$ cat src/rtl/dmem_arbiter_pkg.sv
// Shared constants for the data-memory arbiter: port indices, priority
// mode encodings and the owner type used by the last-owner and response
// tracking registers.
package dmem_arbiter_pkg;

    // Port indices, usable directly as bit positions in a one-hot grant.
    localparam logic PORT_CPU    = 1'b0;
    localparam logic PORT_LOADER = 1'b1;

    // Encodings of the FIXED_PRIO parameter.
    localparam logic PRIO_ROUND_ROBIN = 1'b0;
    localparam logic PRIO_FIXED       = 1'b1;

    // Identifies which requester owns a slot (last winner, pending read).
    typedef enum logic {
        SEL_CPU    = 1'b0,
        SEL_LOADER = 1'b1
    } port_sel_e;

endpackage

$ cat src/rtl/dmem_arbiter_rr_pick2.sv
// Combinational two-way chooser. Produces a one-hot (or empty) grant from
// the two request lines, the port that won last time, the priority mode and
// the loader lock. Only requesting ports are ever granted.
module rr_pick2
    import dmem_arbiter_pkg::*;
(
    input  logic       req0,
    input  logic       req1,
    input  logic       last_owner,
    input  logic       fixed_prio,
    input  logic       lock,
    output logic [1:0] gnt
);

    // Lock beats everything; a lone requester wins; a tie goes to the
    // loader in fixed mode, otherwise to the port that did not win last.
    always_comb begin
        gnt = 2'b00;
        if (lock) begin
            gnt[PORT_LOADER] = req1;
        end else if (req0 && req1) begin
            if (fixed_prio == PRIO_FIXED || last_owner == PORT_CPU) begin
                gnt[PORT_LOADER] = 1'b1;
            end else begin
                gnt[PORT_CPU] = 1'b1;
            end
        end else begin
            gnt[PORT_CPU]    = req0;
            gnt[PORT_LOADER] = req1;
        end
    end

endmodule

$ cat src/rtl/dmem_arbiter.sv
// Data-memory arbiter: shares one synchronous single-port BRAM (one-cycle
// read latency) between the CPU load/store path (port 0) and the UART
// loader (port 1). One transaction per cycle, response routed back to its
// owner the following cycle.
//
// Handshake: a port raises mX_req with its command; mX_gnt answers in the
// same cycle and the command is consumed at the next rising edge exactly
// when mX_req & mX_gnt. A refused port keeps its command stable and retries.
// Reads answer with a one-cycle mX_rvalid pulse the cycle after acceptance;
// there is no back-pressure on responses. Writes produce no response.
module dmem_arbiter
    import dmem_arbiter_pkg::*;
#(
    parameter int ADDR_W     = 14,
    parameter int DATA_W     = 32,
    parameter int FIXED_PRIO = 0
) (
    input  logic              clk,
    input  logic              rst,
    input  logic              m0_req,
    input  logic              m0_we,
    input  logic [ADDR_W-1:0] m0_addr,
    input  logic [DATA_W-1:0] m0_wdata,
    output logic              m0_gnt,
    output logic              m0_rvalid,
    output logic [DATA_W-1:0] m0_rdata,
    input  logic              m1_req,
    input  logic              m1_we,
    input  logic [ADDR_W-1:0] m1_addr,
    input  logic [DATA_W-1:0] m1_wdata,
    output logic              m1_gnt,
    output logic              m1_rvalid,
    output logic [DATA_W-1:0] m1_rdata,
    input  logic              m1_lock,
    output logic              mem_we,
    output logic [ADDR_W-1:0] mem_addr,
    output logic [DATA_W-1:0] mem_wdata,
    input  logic [DATA_W-1:0] mem_rdata,
    output logic              conflict
);

    port_sel_e         last_owner;
    logic              lock_owner;
    logic              resp_valid;
    port_sel_e         resp_owner;
    logic [DATA_W-1:0] m0_rdata_q;
    logic [DATA_W-1:0] m1_rdata_q;
    logic [1:0]        pick;
    logic              gnt0;
    logic              gnt1;

    rr_pick2 u_pick (
        .req0       (m0_req),
        .req1       (m1_req),
        .last_owner (last_owner),
        .fixed_prio (FIXED_PRIO != 0),
        .lock       (lock_owner),
        .gnt        (pick)
    );

    // Nothing is granted while reset is held, whatever the registers hold.
    assign gnt0     = pick[PORT_CPU] & rst;
    assign gnt1     = pick[PORT_LOADER] & rst;
    assign m0_gnt   = gnt0;
    assign m1_gnt   = gnt1;
    assign conflict = m0_req & m1_req & rst;

    // Route the winning port's command onto the memory; idle bus is all zero.
    always_comb begin
        mem_we    = 1'b0;
        mem_addr  = '0;
        mem_wdata = '0;
        if (gnt0) begin
            mem_we    = m0_we;
            mem_addr  = m0_addr;
            mem_wdata = m0_wdata;
        end else if (gnt1) begin
            mem_we    = m1_we;
            mem_addr  = m1_addr;
            mem_wdata = m1_wdata;
        end
    end

    // Track last winner, loader lock and the read that is in flight.
    always_ff @(posedge clk) begin
        if (!rst) begin
            last_owner <= SEL_LOADER;
            lock_owner <= 1'b0;
            resp_valid <= 1'b0;
            resp_owner <= SEL_CPU;
        end else begin
            if (gnt0) begin
                last_owner <= SEL_CPU;
            end else if (gnt1) begin
                last_owner <= SEL_LOADER;
            end
            if (!m1_lock) begin
                lock_owner <= 1'b0;
            end else if (gnt1) begin
                lock_owner <= 1'b1;
            end
            resp_valid <= (gnt0 && !m0_we) || (gnt1 && !m1_we);
            resp_owner <= gnt1 ? SEL_LOADER : SEL_CPU;
        end
    end

    // A response pending across a reset edge is dropped, not delivered.
    assign m0_rvalid = resp_valid & (resp_owner == SEL_CPU) & rst;
    assign m1_rvalid = resp_valid & (resp_owner == SEL_LOADER) & rst;

    // Owner sees memory data live; the other port keeps its previous value.
    assign m0_rdata = m0_rvalid ? mem_rdata : m0_rdata_q;
    assign m1_rdata = m1_rvalid ? mem_rdata : m1_rdata_q;

    // Remember each port's most recent read data for the hold behaviour.
    always_ff @(posedge clk) begin
        if (!rst) begin
            m0_rdata_q <= '0;
            m1_rdata_q <= '0;
        end else begin
            if (m0_rvalid) begin
                m0_rdata_q <= mem_rdata;
            end
            if (m1_rvalid) begin
                m1_rdata_q <= mem_rdata;
            end
        end
    end

endmodule

$ cat config.mk
export PLATFORM = sky130hd
export DESIGN_NAME = dmem_arbiter
export DESIGN_NICKNAME = d
export VERILOG_FILES = /design/src/rtl/dmem_arbiter_pkg.sv /design/src/rtl/dmem_arbiter_rr_pick2.sv /design/src/rtl/dmem_arbiter.sv
export SDC_FILE = /design/constraint.sdc
export NUM_CORES = 1
export LEC_CHECK = 0
export CORE_UTILIZATION = 39
export DETAILED_ROUTE_END_ITERATION = 8
export PLACE_DENSITY_LB_ADDON = 0.05
export SYNTH_ARGS = -nofsm -noshare
export SYNTH_HDL_FRONTEND = slang
export SYNTH_SLANG_ARGS = --single-unit
$ cat constraint.sdc
create_clock -name clk -period 4.1 [get_ports clk]
set_clock_uncertainty 0.05 [all_clocks]
set_input_delay 1.23 -clock clk [delete_from_list [all_inputs] [get_ports clk]]
set_output_delay 1.23 -clock clk [all_outputs]
set_load 0.05 [all_outputs]
==> out/results.ini <==
[status]
outcome = finished clean

[clock_tree]
cts_root_buf = clkbuf_8
cts_hold_buf = 0
cts_tree = built
cts_buffer_depth = 2
path_clk_slew_ns = 0.07
htreeDepth = 3
clock_latency_ns = 0.34
cts_made_buffers = 9
numClockSinks = 68

[drt]
drc = 0
routedWlPerCell_um = 17.83
vias = 4038
firstDrtPassIters = 4
routed_wl_mm = 14.30
first_iter_violations = 148
detail-route-antenna-nets = 0
avgViaCountPerCell = 5.035

[setup_path]
reg2reg_depth = 4
cp.arrival_ns = 2.76
critPathMaxFanout = 19
cp_cell_sequence = clkdlybuf4s50_1, and3_1, buf_4, a22o_1, buf_12
cp-start-kind = input port
crit_required_ns = 2.82
r2r-end = m0_rdata_q[4]
path_buf_inv = 3
critPathMaxStageDelay_ns = 0.60
r2r_slack_ns = 2.28
worstSetupPathType = in -> out
path_delay_family = buffers and inverters
crit_slowest_cell = clkdlybuf4s50_1
r2r_start = resp_valid
end_kind = output port

[sta]
rsz0062_at_grt = true
fin_ws_ns = 0.06114
min_period_ns = 4.039
tightest_slew_ns = 0.7466
max_slew_margin_pct = 50.00
drv_slew = 0
min_period_over_period_pct = 98.51
setup_viol = 0
final_hold_viol_count = 0
finalSetupTns_ns = 0
fmax_mhz = 247.6

[yosys]
synth-seq-area-share_pct = 36.10
syn_inst = 434
synthFlopType = dfxtp_1
async_flop_share_pct = 0
synth_area_um2 = 3771
synth_top_cell_by_area = dfxtp_1
synthTopCellsByCount = nand2_1, dfxtp_1, a21boi_0, mux2_2, a22o_1
synthMostInstantiatedCell = nand2_1
yosys_register_bits = 68
ys.warnings.count = 0
yosys-top-cells-area = dfxtp_1, mux2_2, nand2_1
syn_area_per_cell_um2 = 8.689
synth.top_cell.area_share_pct = 36.10
yosys.cell_types.count = 21
mappedNetlistNets = 565
synth_edf_count = 0

[global_route]
grt-ovfl-total = 0
grt_pass1_vias = 4021
antenna_found_initial = 0
grt_pass1_wl_mm = 21.29
grt_usage_pct = 27.70
grt_max_degree = 42

[power]
ir_drop_mv = 0.1662
p_per_area_nw_per_um2 = 284.6
p_leak_nw = 2.984

[place]
dp_slack_ns = 0.05614
place_inst = 786
hpwl_mm = 11.14
portBuffers = 246
place.gp.congestion = 0.7409

[floorplan]
die_area_um2 = 10070
start_util_pct = 40.62
rows = 35
ios = 247
dieWidth_um = 100.3
chipHeight_um = 100.3
coreArea_um2 = 9284

[cells_and_area]
final_cells = 802
fillers = 612
nets = 799
area_growth_syn_to_layout_pct = 93.70
diodes = 0
drive_gt1_share_pct = 31.95

[job]
maxCapViolations = 0

[min_path]
whs_path_depth = 2
hold_path_class = reg -> reg
min_to = m1_rdata_q[13]
min_from = m1_rdata_q[13]

per-stage QoR:
stage / utilization (%) / instance area [µm²] / power [mW] / hold WS (ns)
after global placement: 76.47 / 7099 / 1.523 / 0.3966
after detailed placement: 76.47 / 7099 / 1.532 / 0.4028
after CTS: 78.65 / 7302 / 2.093 / 0.4132
after floorplan: - / 3771 / 1.077 / 0.3900
after global routing: 78.68 / 7305 / 2.147 / 0.4320
final: 78.68 / 7305 / 2.079 / 0.4088
per-layer routing:
| metal | track usage (%) | wire, µm | vias up |
|---|---|---|---|
| li1 | - | - | 1984 |
| met4 | 6.466 | 182 | 0 |
| met2 | 49.26 | 7388 | 145 |
| met3 | 7.173 | 903 | 12 |
| met5 | 0 | 0 | - |
| met1 | 33.32 | 5824 | 1897 |
how the worst max path moves through the flow:
stage	endpoint	start	slack, ns	cells after the start
detailed placement	mem_wdata[8]	m0_req	0.06	6
global route	mem_wdata[6]	m1_req	-0.009	5
floorplan	mem_wdata[22]	rst	0.01	5
global placement	mem_addr[12]	m0_req	0.11	6
CTS	mem_wdata[3]	m0_req	0.05	6
finish	mem_wdata[3]	m1_req	0.06	5
worst min-delay path: stages, from the launching register on:
cell and delay, ns:
dfxtp_1 0.31, nand2_1 0.04, a21boi_0 0.06
layout make-up:
cell class                 count  area [µm²]  share of cell area, %
inverter                       5       18.77                 0.2569
sequential                    68        1361                  18.64
timing repair buffer         262        3341                  45.73
clock buffer                  12       155.1                  2.124
clock inverter                 4       47.55                 0.6509
multi-input combinational    322        2220                  30.39
tap                          129       161.4                  2.210
placed cells by master (no fill, tap or decap):
cell / netlist / layout
a22o_1: 48 / 48
o21ai_0: 1 / 1
a21oi_4: 0 / 1
dlymetal6s2s_1: 0 / 1
nand3_2: 0 / 1
clkbuf_1: 16 / 1
nor2_1: 1 / 1
a21boi_0: 64 / 64
clkinvlp_4: 0 / 1
nand2b_1: 1 / 1
clkinv_2: 0 / 2
buf_2: 17 / 1
and3_1: 3 / 3
mux2_2: 64 / 64
nand2_1: 132 / 132
dfxtp_1: 68 / 68
buf_12: 0 / 84
clkbuf_8: 0 / 11
and2_1: 1 / 1
bufinv_16: 0 / 1
inv_1: 5 / 5
a21oi_1: 1 / 1
nor2b_2: 0 / 1
clkdlybuf4s50_1: 0 / 128
nand3b_1: 3 / 3
buf_4: 1 / 48
what timing repair did:
item / 4_1_cts / 5_1_grt
setup endpoints to repair: 0 / 37
buffers inserted: 0 / 0
resized for setup: 0 / 1
flip-flops by register name, summed over array words and instances, names as in the netlist:
register,count
m0_rdata_q,32
m1_rdata_q,32
last_owner,1
resp_owner,1
resp_valid,1
lock_owner,1
power breakdown:
part	total, mW	leakage (nW)	switching (mW)	internal [mW]
sequential	0.695	0.552	0.0118	0.683
clock	0.562	0.102	0.249	0.312
combinational	0.822	2.33	0.414	0.409
cells by family (layout without fill, tap and decap cells):
family / after synthesis / in the layout / share of synthesized area, %
AO/OA/AOI/OAI: 115 / 115 / 24.39
buffers and inverters: 44 / 283 / 5.441
flip-flops: 68 / 68 / 36.10
multiplexers: 64 / 64 / 19.11
AND/OR/NAND/NOR: 143 / 143 / 14.96
(Power assumes the default switching activity.)
